--- src/rtl/mont_mult.sv ---
// Bit-serial radix-2 Montgomery multiplier: R_out = A*B*2^-WIDTH mod Prime.
// Define MONT_ERR_CHECK_EN to add the err port and reject even/zero moduli.
module mont_mult #(
  parameter int WIDTH = 32,
  parameter int CNT_W = 5
) (
  input  logic             clk,
  input  logic             reset,
  input  logic             in_sig,
  input  logic [WIDTH-1:0] A_i,
  input  logic [WIDTH-1:0] B_i,
  input  logic [WIDTH-1:0] Prime,
  output logic [WIDTH-1:0] R_out,
  output logic             done,
  output logic             busy
`ifdef MONT_ERR_CHECK_EN
  ,
  output logic             err
`endif
);

  localparam int SW = WIDTH + 2;

  typedef enum logic [1:0] {IDLE, CALC, FINAL, OUT} state_t;

  state_t           state, state_nxt;
  logic [WIDTH-1:0] a, b;
  logic [SW-1:0]    s;
  logic [CNT_W-1:0] cnt;

  logic [WIDTH-1:0] a_red, b_red, s_red;
  logic [SW-1:0]    p_ext, t_add, t_odd, s_nxt;
  logic             start;
`ifdef MONT_ERR_CHECK_EN
  logic             prime_bad;
`endif

  always_comb begin
    p_ext = {2'b00, Prime};
    a_red = (A_i >= Prime) ? A_i - Prime : A_i;
    b_red = (B_i >= Prime) ? B_i - Prime : B_i;
    // S < 2P and b < P keep t_odd below 4P, so WIDTH+2 bits never overflow
    t_add = s + (a[cnt] ? {2'b00, b} : '0);
    t_odd = t_add[0] ? t_add + p_ext : t_add;
    s_nxt = t_odd >> 1;
    s_red = (s >= p_ext) ? WIDTH'(s - p_ext) : s[WIDTH-1:0];
    start = (state == IDLE) && in_sig;
  end

`ifdef MONT_ERR_CHECK_EN
  assign prime_bad = ~Prime[0];
`endif

  assign busy = (state != IDLE);

  always_ff @(posedge clk or negedge reset) begin
    if (!reset) state <= IDLE;
    else        state <= state_nxt;
  end

  always_comb begin
    state_nxt = state;
    case (state)
      IDLE: begin
        if (in_sig) begin
`ifdef MONT_ERR_CHECK_EN
          state_nxt = prime_bad ? OUT : CALC;
`else
          state_nxt = CALC;
`endif
        end
      end
      CALC:    if (cnt == CNT_W'(WIDTH - 1)) state_nxt = FINAL;
      FINAL:   state_nxt = OUT;
      OUT:     state_nxt = IDLE;
      default: state_nxt = IDLE;
    endcase
  end

  always_ff @(posedge clk or negedge reset) begin
    if (!reset) begin
      a     <= '0;
      b     <= '0;
      s     <= '0;
      cnt   <= '0;
      R_out <= '0;
      done  <= 1'b0;
`ifdef MONT_ERR_CHECK_EN
      err   <= 1'b0;
`endif
    end else begin
      if (start) begin
        a   <= a_red;
        b   <= b_red;
        s   <= '0;
        cnt <= '0;
`ifdef MONT_ERR_CHECK_EN
        err <= prime_bad;
        if (prime_bad) begin
          R_out <= '0;
          done  <= 1'b1;
        end
`endif
      end
      case (state)
        CALC: begin
          s   <= s_nxt;
          cnt <= cnt + 1'b1;
        end
        FINAL: begin
          R_out <= s_red;
          done  <= 1'b1;
        end
        OUT:     done <= 1'b0;
        default: ;
      endcase
    end
  end

endmodule

--- config.mk ---
export PLATFORM = sky130hd
export DESIGN_NAME = mont_mult
export DESIGN_NICKNAME = d
export VERILOG_FILES = /design/src/rtl/mont_mult.sv
export SDC_FILE = /design/constraint.sdc
export NUM_CORES = 1
export LEC_CHECK = 0
export BUFFER_PORTS_ARGS = -buffer_cell sky130_fd_sc_hd__buf_2
export CORE_MARGIN = 4
export CORE_UTILIZATION = 41
export CTS_BUF_LIST = sky130_fd_sc_hd__clkbuf_8
export DETAILED_ROUTE_END_ITERATION = 12
export PLACE_DENSITY = 0.62
export REMOVE_ABC_BUFFERS = 1
export SKIP_LAST_GASP = 1
export SLEW_MARGIN = 15
export SYNTH_ARGS = -nofsm -noshare
export SYNTH_HDL_FRONTEND = slang
export SYNTH_SLANG_ARGS = --single-unit
--- constraint.sdc ---
create_clock -name clk -period 14.57 [get_ports clk]
set_input_delay 0.7285 -clock clk [delete_from_list [all_inputs] [get_ports clk]]
set_output_delay 0.7285 -clock clk [all_outputs]
set_load 0.01 [all_outputs]
Yosys cells after proc, flatten, opt, wreduce, memory -nomap -nowiden. Index checks and enable logic that the tools add are counted.

$add $sub $neg: 6. Multiply operators: 0. Div/mod/pow operators: 0. Order comparisons: 4. Equality and inequality tests: 6. Shift operators: 0. Mux-type cells: 15. Bitwise operators: 0. Reductions and logical operators: 6.

Operator list (count): $mux 32 (4); $mux 34 (3); $sub 32x32->32 (3); $add 34x32->34 (2); $ge 32x32->1 (2); $ge 34x32->1 (1); $mux 5 (2); $pmux 2 s4 (1); $lt 5x6->1 const B (1); $reduce_bool 2->1 (3); $add 5x1->5 const B (1); $bmux 1 s5 (1); $eq 5x5->1 const B (1); $eq 2x2->1 const B (2); $mux 2 (2); $ne 2x2->1 const B (2); $eq 2x1->1 const B (1); $logic_not 2->1 (1); $pmux 1 s2 (1); $reduce_and 2->1 (1); $logic_and 1x1->1 (1); $mux 1 (1).

Flip-flop bits (word level): 138. Bits in latches: 0. Memory bits (writable): 0. ROM bits: 0. Bits of input ports: 99. Output and inout bits: 34. Logic and storage cells: 44. Memories: 0.

Depth between registers and ports, before layout.
Depth in word-level cells: 7. Gate-level depth with buffers: 29. Gate-level depth less buffers: 26.

Worst setup path before layout. OpenSTA, ideal clock, no wires.

Path type: reg2reg. Start: register cnt[0]. End: register s[32]. Library setup time: 0.121 ns. Arrival time: 6.719 ns. Data required time: 14.449 ns. Slack: 7.730 ns. Stages on the path, launching flop included: 28. Path buffers: 2. Clock period less this slack: 6.840 ns. Cells stage by stage: dfrtp_1 -> buf_1 -> mux4_2 -> mux4_2 -> mux2i_1 -> clkbuf_1 -> nor2b_1 -> ha_1 -> a2111oi_0 -> o21a_1 -> nor2_1 -> a21o_1 -> a211o_1 -> a41oi_1 -> o21bai_1 -> a21oi_1 -> xnor2_1 -> ha_1 -> nand2_1 -> o21ai_0 -> nor2_1 -> nor3_1 -> o41ai_2 -> a311oi_1 -> and4_1 -> o311ai_1 -> xor2_1 -> a22o_1.

Longest elaborated chain between the ends: 7.

RTL lines: start, declared (RTL line 29) `logic [CNT_W-1:0] cnt;`; start signal, assigned (RTL line 108) `cnt <= cnt + 1'b1;`; $bmux 1 s5 * (RTL line 43) `t_add = s + (a[cnt] ? {2'b00, b} : '0);`; $mux 1 (not written as such) * (RTL line 43); $mux 32 * (RTL line 43); $add 34x32->34 * (RTL line 43); $add 34x32->34 (RTL line 44) `t_odd = t_add[0] ? t_add + p_ext : t_add;`; $mux 34 * (RTL line 44); $mux 34 * (RTL line 105) `case (state)`; end signal, assigned (RTL line 107) `s <= s_nxt;`; end, declared (RTL line 28) `logic [SW-1:0] s;`.

Mark *: on every way between the ends. The rest lies on a longest branch, timed or not. The select of a mux whose other input is x is not followed. A chain may end at the register's enable or synchronous reset.

Final worst setup path. Ends and elaborated chain as after synthesis.

==> out/qor.yml <==
route:
  wirelength_um: 47900
  antenna_left: 0
  vias: 14455
  post_drt_wl_per_cell_um: 19.7
  viasPerCell: 5.93
  drc: 0
  drtPass1Iterations: 5
  drtIter0Drc: 1060
synthesis:
  async_reset_ff_frac: 1.00
  ys_ff_latch: 137
  yosysTopAreaCellShare: 0.229
  ys_types: 81
  synth.most_common_cell: "nand2_1"
  mappedNetlistArea_um2: 15000
  synthCells: 1878
  synth_edf_count: 0
  yosys.area.top_type: "dfrtp_1"
  ys_seq_area_frac: 0.229
  synth_ff_type: "dfrtp_1"
  yosys-top-cells-area: "dfrtp_1 (23%), ha_1 (14%), a21oi_1 (5.9%)"
  synth_common_cells: "nand2_1 (209), a21oi_1 (176), ha_1 (166), dfrtp_1 (137), nor2_1 (123)"
  avgSynthCellArea_um2: 7.97
  yosysWarnings: 0
timing:
  min_period_ns: 7.44
  slew-limit-headroom: 0.363
  fin_ws_ns: 7.13
  post-route-period-util: 0.510
  rsz0062_at_grt: "no"
  setup_viol: 0
  tns_ns: 0
  finalHoldViolCount: 0
  skew_ns: 0.0225
  maxClockFrequency_ghz: 0.134
  worst_pin_slew_ns: 0.955
  finalMaxSlewViolations: 0
clocking:
  htreeDepth: 4
  path_clk_slew_ns: 0.09
  worstSkewPairLatency_ns: 0.50
  cts_max_path_buffers: 2
  tritoncts: "done"
  clockRootBuffer: "clkbuf_8"
  cts_made_buffers: 17
  cts_sinks: 137
  cts-resized-gates: 0
  cts_hold_buf: 0
  post-cts-setup-buffer-count: 0
placement:
  dp_slack_ns: 7.19
  hpwl_um: 38200
  globalplace.congestion: 0.937
  portBuffers: 132
  place_area_um2: 16000
critical_path:
  arrival_ns: 7.83
  rr_startpoint: "cnt[0]"
  reg2reg_depth: 26
  endpoint_kind: "flip-flop"
  start_kind: "flip-flop"
  path_max_fanout: 32
  cp.required_ns: 14.96
  r2r_setup_slack_ns: 7.13
  rr_endpoint: "s[32]"
  worstSetupPathType: "reg -> reg"
grt:
  grt_pass1_wl_um: 74400
  overflow: 0
  grt.total_usage: 0.238
  grt_pass1_vias: 13686
  grt_start_max_net_pins: 84
  grt_antenna_before_repair: 0
cells_and_area:
  diodes: 0
  n_fill_cell: 3586
  final_nets: 2233
  drive_gt1_frac: 0.109
  utilization: 0.457
  finish.instance_area_um2: 16400
  syn_to_final_growth_pct: 9.34
die:
  rows: 69
  io_pins: 133
  start_util: 0.418
  dieHeight_um: 199
  core_area_um2: 35800
  die_area_um2: 39600
  die_width_um: 199
run:
  cap_violations: 0
pwr:
  ir_drop_v: 0.000112
  finalPower_mw: 3.76
  p_per_area_nw_per_um2: 230
  leakagePower_nw: 7.64
outcome:
  status: "completed"
hold_path:
  hold_path.class: "in -> async"
## how the worst max path moves through the flow
stage	start	to	slack, ns	depth (start not counted)
after floorplan	cnt[0]	s[32]	7.11	25
after global placement	cnt[0]	s[32]	7.39	26
after detailed placement	cnt[0]	s[32]	7.19	26
after CTS	cnt[0]	s[32]	7.15	26
after global routing	cnt[0]	s[32]	6.49	26
final	cnt[0]	s[32]	7.13	26
## state kept, by name, summed over array words and instances (netlist names)
| name | count |
|---|---|
| done | 1 |
| R_out | 32 |
| a | 32 |
| state | 2 |
| s | 33 |
| cnt | 5 |
| b | 32 |
## placed cells by master, fill, tap and decap left out, types with 9 or more instances in the layout
| cell type | synthesis | layout |
|---|---|---|
| a211oi_1 | 23 | 23 |
| a21o_1 | 68 | 68 |
| a21oi_1 | 176 | 176 |
| a31oi_1 | 38 | 38 |
| and2_1 | 10 | 10 |
| and3_1 | 19 | 19 |
| buf_2 | 3 | 131 |
| buf_4 | 3 | 12 |
| clkbuf_8 | 0 | 17 |
| dfrtp_1 | 137 | 137 |
| ha_1 | 166 | 165 |
| inv_1 | 80 | 81 |
| mux2i_1 | 52 | 51 |
| mux4_2 | 10 | 10 |
| nand2_1 | 209 | 208 |
| nand2b_1 | 21 | 21 |
| nand3_1 | 42 | 42 |
| nand4_1 | 26 | 26 |
| nor2_1 | 123 | 123 |
| nor2b_1 | 53 | 53 |
| nor3_1 | 31 | 31 |
| o211ai_1 | 21 | 21 |
| o21a_1 | 29 | 29 |
| o21ai_0 | 111 | 111 |
| o21ai_1 | 47 | 47 |
| o21bai_1 | 15 | 15 |
| o22ai_1 | 11 | 11 |
| o31a_1 | 9 | 9 |
| o31ai_1 | 13 | 13 |
| or3_1 | 16 | 16 |
| xnor2_1 | 84 | 84 |
| xor2_1 | 37 | 37 |
## kinds of logic after synthesis
| logic type | after synthesis | share of synthesized area |
|---|---|---|
| flops | 137 | 0.229 |
| xor+xnor | 121 | 0.0708 |
| fa+ha+maj | 171 | 0.145 |
| compound gates | 646 | 0.278 |
| mux | 67 | 0.0536 |
| simple gates | 577 | 0.182 |
| buf+inv | 159 | 0.0409 |
## metrics by stage
stage | std cells | hold WS, ns
3_3_place_gp | 2405 | 0.465
5_1_grt | 2437 | 0.278
6_report | 2437 | 0.234
3_5_place_dp | 2405 | 0.469
4_1_cts | 2437 | 0.261
2_1_floorplan | 1800 | 0.433
## report_power, final
part	switching (mW)	internal (mW)
combinational	1.63	1.12
clock	0.174	0.116
sequential	0.151	0.560
total	1.96	1.80
## routing by layer
| layer | GRT usage | wire length (um) | part of all wire |
|---|---|---|---|
| met5 | 0 | 0 | 0 |
| met4 | 0.0811 | 1520 | 0.032 |
| met3 | 0.0376 | 2620 | 0.055 |
| met1 | 0.327 | 22000 | 0.46 |
| met2 | 0.383 | 21800 | 0.45 |
## critical path, stage by stage (launching register included)
cell and delay, ns:
dfrtp_1 0.76, mux4_2 0.60, mux4_2 0.50, mux2i_2 0.16, buf_4 0.34, nor2b_1 0.09, ha_1 0.37, a2111oi_0 0.48
o21a_1 0.21, nor2_1 0.07, a21o_1 0.22, a211o_1 0.37, a41oi_1 0.31, o21bai_1 0.09, a21oi_1 0.26, xnor2_1 0.11
ha_1 0.36, nand2_1 0.12, o21ai_0 0.28, nor2_1 0.09, nor3_1 0.21, o41ai_2 0.13, a311oi_1 0.46, and4_1 0.28
o311ai_1 0.12, xor2_1 0.17, a22o_1 0.18
## area by class of cell
| type | instances | area (um^2) | area share |
|---|---|---|---|
| clock buffers | 17 | 234 | 0.0143 |
| inverters | 81 | 304 | 0.0186 |
| flip-flops and latches | 137 | 3430 | 0.209 |
| repair buffers | 144 | 757 | 0.0462 |
| well taps | 461 | 577 | 0.0352 |
| multi-input cells | 1582 | 11000 | 0.670 |
| clock inverters | 15 | 106 | 0.00650 |
Note: power is estimated with default switching activity, not from simulation.
